### config.mk
export PLATFORM = sky130hd
export DESIGN_NAME = instruction_encoder
export DESIGN_NICKNAME = d
export VERILOG_FILES = /design/src/rtl/instruction_encoder.sv
export SDC_FILE = /design/constraint.sdc
export NUM_CORES = 1
export LEC_CHECK = 0
export ABC_CLOCK_PERIOD_IN_PS = 2900
export BUFFER_PORTS_ARGS = -buffer_cell sky130_fd_sc_hd__buf_2
export CORE_MARGIN = 2
export CORE_UTILIZATION = 31
export CTS_CLUSTER_DIAMETER = 30
export DETAILED_ROUTE_END_ITERATION = 7
export GPL_ROUTABILITY_DRIVEN = 0
export PLACE_DENSITY_LB_ADDON = 0.08
export SLEW_MARGIN = 40
export SYNTH_ARGS = -nofsm -noshare
export SYNTH_HDL_FRONTEND = slang
export SYNTH_SLANG_ARGS = --single-unit
### constraint.sdc
create_clock -name clock -period 2.9 [get_ports clock]
set_clock_uncertainty 0.05 [all_clocks]
set_input_delay 0.435 -clock clock [delete_from_list [all_inputs] [get_ports clock]]
set_output_delay 0.435 -clock clock [all_outputs]
set_load 0.02 [all_outputs]
### src/rtl/instruction_encoder.sv
// Packs RV32 R/I/S/B/U/J field requests into 32-bit words queued in a DEPTH-entry FIFO; 1-cycle latency when empty, inReady low when full.
// Define INSTRUCTION_ENCODER_RANGE_CHECK_EN to drop out-of-range requests and raise a sticky error.
module instruction_encoder #(
  parameter int DEPTH = 4
) (
  input  logic                     clock,
  input  logic                     reset,
  input  logic                     inValid,
  output logic                     inReady,
  input  logic [2:0]               format,
  input  logic [6:0]               opcode,
  input  logic [2:0]               funct3,
  input  logic [6:0]               funct7,
  input  logic [4:0]               rdAddress,
  input  logic [4:0]               rs1Address,
  input  logic [4:0]               rs2Address,
  input  logic [31:0]              immediate,
  output logic                     outValid,
  input  logic                     outReady,
  output logic [31:0]              instruction,
  output logic [$clog2(DEPTH):0]   count,
  output logic                     error,
  input  logic                     errorClear
);

  localparam int AW = $clog2(DEPTH);
  localparam logic [AW:0] FULL = (AW+1)'(DEPTH);

  logic [31:0]   mem [DEPTH];
  logic [AW-1:0] wr_ptr;
  logic [AW-1:0] rd_ptr;
  logic [31:0]   word;
  logic          fault;
  logic          accept;
  logic          push;
  logic          pop;

  always_comb begin
    word = 32'h0000_0013;
    case (format)
      3'd0: word = {funct7, rs2Address, rs1Address, funct3, rdAddress, opcode};
      3'd1: word = {immediate[11:0], rs1Address, funct3, rdAddress, opcode};
      3'd2: word = {immediate[11:5], rs2Address, rs1Address, funct3, immediate[4:0], opcode};
      3'd3: word = {immediate[12], immediate[10:5], rs2Address, rs1Address, funct3,
                    immediate[4:1], immediate[11], opcode};
      3'd4: word = {immediate[31:12], rdAddress, opcode};
      3'd5: word = {immediate[20], immediate[10:1], immediate[11], immediate[19:12],
                    rdAddress, opcode};
      default: word = 32'h0000_0013;
    endcase
  end

`ifdef INSTRUCTION_ENCODER_RANGE_CHECK_EN
  // Sign-extension checks: upper bits must all match the immediate's sign bit.
  always_comb begin
    fault = 1'b0;
    case (format)
      3'd1, 3'd2: fault = !((&immediate[31:11]) || !(|immediate[31:11]));
      3'd3:       fault = !((&immediate[31:12]) || !(|immediate[31:12])) || immediate[0];
      3'd4:       fault = |immediate[11:0];
      3'd5:       fault = !((&immediate[31:20]) || !(|immediate[31:20])) || immediate[0];
      3'd6, 3'd7: fault = 1'b1;
      default:    fault = 1'b0;
    endcase
  end

  always_ff @(posedge clock) begin
    if (reset) begin
      error <= 1'b0;
    end else if (accept && fault) begin
      error <= 1'b1;
    end else if (errorClear) begin
      error <= 1'b0;
    end
  end
`else
  logic unused_ok;
  assign fault     = 1'b0;
  assign error     = 1'b0;
  assign unused_ok = ^{errorClear, immediate[0]};
`endif

  assign inReady     = (count != FULL);
  assign outValid    = (count != '0);
  assign accept      = inValid && inReady;
  assign push        = accept && !fault;
  assign pop         = outValid && outReady;
  assign instruction = outValid ? mem[rd_ptr] : 32'h0;

  // Push is gated by inReady alone, so a full FIFO refuses even when popping.
  always_ff @(posedge clock) begin
    if (reset) begin
      wr_ptr <= '0;
      rd_ptr <= '0;
      count  <= '0;
    end else begin
      if (push) wr_ptr <= wr_ptr + 1'b1;
      if (pop)  rd_ptr <= rd_ptr + 1'b1;
      case ({push, pop})
        2'b10:   count <= count + 1'b1;
        2'b01:   count <= count - 1'b1;
        default: count <= count;
      endcase
    end
  end

  always_ff @(posedge clock) begin
    if (push) mem[wr_ptr] <= word;
  end

endmodule

# After elaboration in Yosys (flattened, before gate mapping)
# Memories as Yosys holds them, arrays and structs flattened. A register that Yosys moved wholly into a read port is not among the register bits.
# Index checks and enable logic that the tools add are counted.
classes:
  addsub: 4
  eq_ne: 8
  mux: 7
  reduce_logical: 5
ops:
  columns: ["operator", "n"]
  rows:
  - ["$pmux 32 s6", 1]
  - ["$mux 32", 1]
  - ["$eq 3x2->1 const B", 2]
  - ["$eq 3x3->1 const B", 2]
  - ["$pmux 3 s2", 1]
  - ["$add 2x1->2 const B", 2]
  - ["$mux 2", 2]
  - ["$add 3x1->3 const B", 1]
  - ["$eq 3x1->1 const B", 1]
  - ["$logic_not 3->1", 1]
  - ["$ne 3x3->1 const B", 1]
  - ["$reduce_bool 3->1", 1]
  - ["$sub 3x1->3 const B", 1]
  - ["$eq 2x1->1 const B", 1]
  - ["$eq 2x2->1 const B", 1]
  - ["$logic_and 1x1->1", 2]
  - ["$mux 1", 2]
  - ["$reduce_bool 2->1", 1]
word_totals:
  ff_bits: 7
  ramBits: 128
  input_bits: 72
  output_inout_bits: 38
  memories: 1
memory_table:
  columns: ["name", "depth", "width", "rd", "rd_ports_with_merged_regs", "write_ports", "line_no", "text"]
  rows:
  - ["mem", 4, 32, 1, 1, 1, "29", "logic [31:0] mem [DEPTH];"]

# Logic depth before layout (Yosys ltp)
# Gate-level depths: netlist of run 1.
logic_depth:
  depth_word: 4
  ltp_mapped: 9
  ltp_nobuf: 9

# Least setup slack after synthesis of run 1
# No wires, ideal clock.
synth_path:
  kind: "reg-to-reg"
  startpoint: "register count[0]"
  endpoint: "memory mem[0][0] (enable)"
  arrival_time_ns: 1.738
  path_slack_ns: 0.720
  path_stages_with_launch: 4
  path_buffers: 0
  period_less_slack_ns: 2.180
  cell_sequence: "dfxtp_1 nor2_1 a21boi_2 and2_1"
synth_between:
  elab_chain_cells: 4
synth_rtl:
  columns: ["element", "line_no", "text"]
  rows:
  - ["start, declared", "21", "output logic [$clog2(DEPTH):0] count,"]
  - ["start signal, assigned", "100", "2'b10: count <= count + 1'b1;"]
  - ["start signal, assigned", "101", "2'b01: count <= count - 1'b1;"]
  - ["start signal, assigned", "102", "default: count <= count;"]
  - ["$ne 3x3->1", "83", "assign inReady = (count != FULL);"]
  - ["$logic_and 1x1->1", "85", "assign accept = inValid && inReady;"]
  - ["$mux 1", "108", "if (push) mem[wr_ptr] <= word;"]
  - ["$mux 1 (implied by the code)", "108", null]
  - ["end, declared", "29", null]
# No other way between the ends.

==> results of run 1 <==
-- routing by layer --
| layer | share of wire | up-vias | global-route usage |
|---|---|---|---|
| met5 | 0 | - | 0 |
| met4 | 0.011 | 0 | 0.0426 |
| met3 | 0.039 | 12 | 0.0377 |
| met2 | 0.51 | 73 | 0.239 |
| met1 | 0.44 | 1740 | 0.176 |
| li1 | - | 1584 | - |
-- final cells by class --
class | count | share of cell area
timing repair buffer | 120 | 0.0924
tap | 234 | 0.0396
clock buffer | 17 | 0.0576
multi-input combinational | 174 | 0.230
inverter | 17 | 0.00863
clock inverter | 15 | 0.0269
sequential | 137 | 0.545
-- registers in the layout (all words and copies together) (netlist names), named ones only --
register  flops
mem         128
rd_ptr        2
count         3
wr_ptr        2
-- per-stage QoR --
step	instances	power, uW	cell area [um2]	setup slack, ps	util
floorplan	349	3950	5930	720	-
global placement	682	4550	6770	784	0.362
detailed placement	682	4560	6770	742	0.362
CTS	714	6830	7390	353	0.395
global route	714	7040	7390	294	0.395
finish	714	6700	7390	416	0.395
-- worst max path at each step --
stage              start         endpoint  slack [ps]  cells past startpoint
6_report            flop  instruction[11]         420                      4
4_1_cts             flop  instruction[11]         350                      4
2_1_floorplan   count[0]        mem[0][0]         720                      3
5_1_grt             flop  instruction[20]         290                      4
3_3_place_gp     inValid         count[2]         780                      9
3_5_place_dp   format[2]       mem[3][21]         740                      5
-- power by group --
group / leakage [uW] / total (uW) / switching, uW / internal [uW]
registers: 0.00126 / 2490 / 76.1 / 2420
logic: 0.00114 / 1960 / 1140 / 819
clock network: 0.000305 / 2250 / 806 / 1440
total: 0.00271 / 6700 / 2030 / 4670
-- worst reg2reg max path: cells and delay by family (launching register included) --
family | cells | cell delay (ps)
simple gates | 2 | 510
buf+inv | 2 | 150
xor+xnor | 1 | 160
compound gates | 2 | 280
flops | 1 | 390
fa+ha+maj | 2 | 540
-- layout by cell type (no fill, tap or decap), types with 9 or more instances in the layout --
cell type / synthesis / routed
sky130_fd_sc_hd__clkbuf_16: 0 / 17
sky130_fd_sc_hd__buf_2: 9 / 107
sky130_fd_sc_hd__nor2b_1: 33 / 33
sky130_fd_sc_hd__o21ai_0: 9 / 9
sky130_fd_sc_hd__a22oi_1: 16 / 16
sky130_fd_sc_hd__nand2_1: 11 / 11
sky130_fd_sc_hd__mux4_2: 32 / 32
sky130_fd_sc_hd__inv_1: 17 / 17
sky130_fd_sc_hd__buf_4: 1 / 9
sky130_fd_sc_hd__edfxtp_1: 128 / 128
sky130_fd_sc_hd__nor2_1: 10 / 10
-- kinds of logic after synthesis --
kind of cell             Yosys count
flip-flops                       137
AND/OR/NAND/NOR                   74
AO/OA/AOI/OAI                     52
multiplexers                      38
buffers and inverters             38
adder cells (fa/ha/maj)            6
XOR/XNOR                           3
other                              1
==> metrics.md, run 1 <==
| Metric | Value |
|---|---|
| Share of synthesized flip-flops with an asynchronous set or reset | 0 |
| Register Area | 4030 um2 |
| Setup TNS after final layout | 0 ps |
| Std cell rows | 50 |
| Mean cell area of the mapped netlist | about 17 um2 |
| Number of buffers inserted by post-CTS setup repair | 0 |
| Number of antenna violations at the first check in global routing | 0 |
| Leakage power of the design | 0.00271 uW |
| Final Critical Period | 2480 ps |
| Sum of routed wire length over all layers | approximately 14 mm |
| Worst IR drop on VDD | 0.429 mV |
| Slowest stage cell on the critical path | sky130_fd_sc_hd__mux4_2 |
| Reg2reg end | count[2] |
| Main combinational cell family by area after synthesis | multiplexers |
| DIE AREA | 20,200 um2 |
| Remaining antenna violation count | 0 |
| Max-slew violation total from the final report | 0 |
| Adder-cell share of the synthesized area | 0.0139 |
| Max-cap check violation count | 0 |
| Die extent in x | 142 um |
| Fmax | 0.403 GHz |
| Worst slew margin | 0.638 |
| First-iteration detailed-routing DRC count | 166 |
| Number of port buffers | 107 |
| Worst Hold Slack | 277 ps |
| Setup repair after global routing missed its margin | no |
| Vias in the first global route | 3,540 |
| Most common cell in the netlist | sky130_fd_sc_hd__edfxtp_1 |
| Placeable core region | 18,700 um2 |
| Most instantiated flip-flop cell in the synthesis netlist | sky130_fd_sc_hd__edfxtp_1 |
| Hold Buf Count CTS | 0 |
| DRC Markers | 0 |
| Clock transition at the registers of the reported paths | 60 ps |
| First-pass GRT wire length | 20.7 mm |
| Post-synthesis instance area | ~6000 um2 |
| Portion of the clock cycle consumed by the worst path in the final layout | 0.856 |
| Complex-gate fraction of the synthesized area | 0.0610 |
| Worst Hold Class | in -> reg |
| Number of instances in the synthesized netlist | 349 |
| Total via count in the routed design | 3,409 |
| Root Buffer Master | sky130_fd_sc_hd__clkbuf_16 |
| Stage delay of the slowest cell on the critical path | 560 ps |
| Max clock buf depth | 2 |
| Share of cells above drive strength 1 | 0.402 |
| Actual slew at the worst max-slew pin | 540 ps |
| CTS buffer count | 17 |
| Antenna Diode Count | 0 |
| Clk_lat worst skew | 410 ps |
| Sequential-to-total area share from yosys stat | 0.679 |
| Hold Violations, Final | 0 |
| Category of the worst setup path capture point | output pin |
| Count of TritonRoute iterations in the first routing pass | 4 |
| WS Path Type | reg -> out |
| GRT Overall Usage | 0.141 |
| Total nets after synthesis | 427 |
| Reg-to-reg setup timing slack | between 700 and 800 ps |
| Reg2reg path depth | 9 |
| Instance count along the most critical hold path | 2 |
| GR Overflow Total | 0 |
| Required time of the critical path | between 2000 and 2500 ps |
| Cell-by-cell listing of the critical path | buf_4 -> mux4_2 -> nor2b_1 -> buf_2 |
| Number of top-level pins | 110 |
| Multi-input combinational cell area | about 1700 um2 |
| Max Fanout on Critical Path | 18 |
| Count of flip-flops with a built-in enable after synthesis | 128 |
| Pin count of the biggest net entering global routing | 36 |
| Distinct cell type count of the synthesized netlist | 36 |
| Hold path startpoint | reset |
| Die Span Y | approximately 140 um |
| Number of levels in the clock H-tree | 4 |
| Syn-to-layout area delta | 24.7% |
| TritonCTS clock tree | done |
| Launching element type of the critical path | flop |
| Top delay family on crit path | multiplexers |
| Total power density per cell area | about 910 nW/um2 |
| Register bit count reported by yosys | 137 |
| Multiplexer fraction of the synthesized cell area | 0.132 |
| Number of nets at the end of the flow | 545 |
| Initial standard-cell utilization of the core | 0.317 |
| Worst reg2reg startpoint | count[0] |
| Worst Path Buf+Inv | 2 |
| Total of cells resized after clock tree synthesis | 0 |
| Library cell occupying the most area in the post-synthesis netlist | sky130_fd_sc_hd__edfxtp_1 |
| Area share of xor/xnor cells in the synthesized design | 0.00443 |
| Status | finished, final reports clean |
| Yosys warnings | 0 |
| Arr. time, crit path | roughly 2000 ps |
| Share of the synthesized area in the top cell type | 0.649 |
| Fillcell total | 1,743 |
| Detailed placer's ending HPWL | between 8 and 9 mm |
| WHS Endpoint | count[2] |
| CTS sink count | 137 |
| Post-Synth Simple-Gate Area | 0.0728 |
| Average wire length per cell after detail routing | ~19 um |
| Commonest cells in the synthesized netlist | sky130_fd_sc_hd__edfxtp_1 (128), sky130_fd_sc_hd__nor2b_1 (33), sky130_fd_sc_hd__mux4_2 (32), sky130_fd_sc_hd__inv_1 (17), sky130_fd_sc_hd__a22oi_1 (16) |
| Via-per-instance ratio | 4.77 |
| Final setup violation count | 0 |
| Synth area leaders | sky130_fd_sc_hd__edfxtp_1 (65%), sky130_fd_sc_hd__mux4_2 (12%), sky130_fd_sc_hd__nor2b_1 (3.5%) |
(Power assumes the default switching activity.)
==> inputs of run 2 (changes only) <==
--- a/config.mk
+++ b/config.mk
@@ -7,7 +7,8 @@
 export LEC_CHECK = 0
 export ABC_CLOCK_PERIOD_IN_PS = 2900
 export BUFFER_PORTS_ARGS = -buffer_cell sky130_fd_sc_hd__buf_2
-export CORE_MARGIN = 2
+export CAP_MARGIN = 15
+export CORE_MARGIN = 1
 export CORE_UTILIZATION = 31
 export CTS_CLUSTER_DIAMETER = 30
 export DETAILED_ROUTE_END_ITERATION = 7
==> run 2 against run 1 <==
Largest power group unchanged. Power shrank 1.5%. Largest cell class unchanged. Worst hold slack got worse by 8.0 ps. Critical path type unchanged. Maximum frequency shrank 2.6%. Die area decreased by 2.8%. Count of clock-buffer cells in the layout is the same. Sequential share of layout area up 0.43 points. Highest routed layer unchanged. Cell area decreased by 0.78%. Global-route usage increased by 0.72 points. Via count down 0.59%.
==> metrics.md, run 2 (synthesis results as in run 1) <==
| Metric | Value |
|---|---|
| Actual slew at the worst max-slew pin | 657 ps |
| Placeable core region | approximately 19,000 um2 |
| Status | finished, final reports clean |
| First-pass GRT wire length | 20.8 mm |
| Root Buffer Master | sky130_fd_sc_hd__clkbuf_16 |
| Number of top-level pins | 110 |
| Sum of routed wire length over all layers | 13.4 mm |
| Die Span Y | 140 um |
| Proportion of power drawn by flip-flops and latches | 0.380 |
| Most frequent cells in the layout | sky130_fd_sc_hd__edfxtp_1 (128), sky130_fd_sc_hd__buf_2 (107), sky130_fd_sc_hd__nor2b_1 (33), sky130_fd_sc_hd__mux4_2 (32) |
| Vias in the first global route | 3,610 |
| Detailed placer's ending HPWL | 8.55 mm |
| Remaining antenna violation count | 0 |
| Number of levels in the clock H-tree | 4 |
| Pin count of the biggest net entering global routing | 36 |
| Required time of the critical path | 2410 ps |
| Die extent in x | approximately 140 um |
| Max reg flops | 128 |
| Number of buffers inserted by post-CTS setup repair | 0 |
| Max Fanout on Critical Path | 22 |
| CTS sink count | 137 |
| Count of TritonRoute iterations in the first routing pass | 4 |
| Antenna Diode Count | 0 |
| Routed met1 length | roughly 5.7 mm |
| DIE AREA | just under 20,000 um2 |
| Fin util | 0.392 |
| Initial standard-cell utilization of the core | 0.317 |
| Share of cells above drive strength 1 | 0.401 |
| Worst Hold Class | in -> reg |
| Launching element type of the critical path | flop |
| Fmax | 0.392 GHz |
| CTS buffer count | 17 |
| Worst Hold Slack | 269 ps |
| Average wire length per cell after detail routing | 18.8 um |
| Number of antenna violations at the first check in global routing | 0 |
| TritonCTS clock tree | done |
| Arr. time, crit path | 2060 ps |
| Combinational Power Share | 0.290 |
| Hold Violations, Final | 0 |
| Std cell rows | 50 |
| Portion of total power attributed to the clock network | 0.330 |
| Worst IR drop on VDD | 0.607 mV |
| Setup repair after global routing missed its margin | no |
| Pre-CTS WS | 691 ps |
| Instance area at placement | around 6700 um2 |
| Hold Buf Count CTS | 0 |
| Detailed route wirelength on metal2 | 7.06 mm |
| Max-slew violation total from the final report | 0 |
| Final Critical Period | 2550 ps |
| Leakage power of the design | 0.00268 uW |
| Total power density per cell area | 900 nW/um2 |
| Total via count in the routed design | 3,389 |
| Worst Setup Slack, final | roughly 350 ps |
| DR WL met3 | 479 um |
| Top layer used by detailed routing | met4 |
| Setup TNS after final layout | 0 ps |
| Via-per-instance ratio | between 4 and 5 |
| Syn-to-layout area delta | 23.7% |
| Top flop regs | mem x128, count x3 |
| Max clock buf depth | 2 |
| Max-cap check violation count | 0 |
| Final setup violation count | 0 |
| Clk_lat worst skew | just over 400 ps |
| Portion of the clock cycle consumed by the worst path in the final layout | 0.879 |
| Reported net switching power | 2020 uW |
| Clock transition at the registers of the reported paths | 60 ps |
| First-iteration detailed-routing DRC count | 141 |
| Total non-filler cell area in the finished layout | 7330 um2 |
| Most common library cell in the layout ignoring fill and taps | sky130_fd_sc_hd__edfxtp_1 |
| Total of cells resized after clock tree synthesis | 0 |
| GR Overflow Total | 0 |
| Internal power contribution | 4580 uW |
| Sw Ratio | 0.307 |
| DRC Markers | 0 |
| Number of port buffers | 107 |
| WS Path Type | reg -> out |
| Top reg by flops | mem |
| Worst slew margin | 0.561 |
| Number of nets at the end of the flow | 544 |
| Category of the worst setup path capture point | output pin |
| GRT Overall Usage | 0.148 |
==> run 2: cell count changes in the layout (fill, tap and decap cells not counted) <==
cell	previous run	this run
sky130_fd_sc_hd__clkinvlp_4	1	4
sky130_fd_sc_hd__buf_4	9	10
sky130_fd_sc_hd__buf_12	4	2
sky130_fd_sc_hd__inv_6	2	3
sky130_fd_sc_hd__clkinv_4	4	1
sky130_fd_sc_hd__bufinv_16	4	3
==> run 2: per-layer routing <==
metal / up-vias / GRT usage
met5: - / 0
met4: 0 / 0.0503
met1: 1717 / 0.174
met3: 10 / 0.0407
li1: 1588 / -
met2: 74 / 0.260
==> run 2: per-stage QoR <==
stage                     instances  power (uW)
after floorplan                 349        3950
after global placement          681        4510
after detailed placement        681        4520
after CTS                       713        6720
after global routing            713        6940
final                           713        6600
==> run 2: worst paths after layout <==
| kind | slack (ps) | start | endpoint | cells after the start |
|---|---|---|---|---|
| setup reg to reg | 770 | count[0] | count[2] | 9 |
| setup / recovery | 350 | flop | instruction[31] | 4 |
| hold / removal | 270 | reset | count[2] | 2 |
| hold reg to reg | 430 | rd_ptr[1] | flop | 2 |
==> run 2: worst max-delay path, cell delays in order, from the launching register on <==
cell	delay [ps]
sky130_fd_sc_hd__dfxtp_2	320
sky130_fd_sc_hd__buf_4	400
sky130_fd_sc_hd__mux4_2	600
sky130_fd_sc_hd__nor2b_1	150
sky130_fd_sc_hd__buf_2	180
==> run 2: final cells by class <==
cell class              count  area, um2
clock buffers              17        425
flip-flops and latches    137       4030
clock inverters            15        174
multi-input cells         174       1700
repair buffers            119        651
inverters                  17       63.8
fillers                  1759      11400
well taps                 234        293
==> run 2: power by group through the flow <==
stage	clock, uW	sequential, uW	combinational [uW]
after global placement	0	2540	1970
after floorplan	0	2530	1420
after detailed placement	0	2550	1970
final	2180	2500	1920
after global routing	2310	2530	2100
after CTS	2230	2510	1980
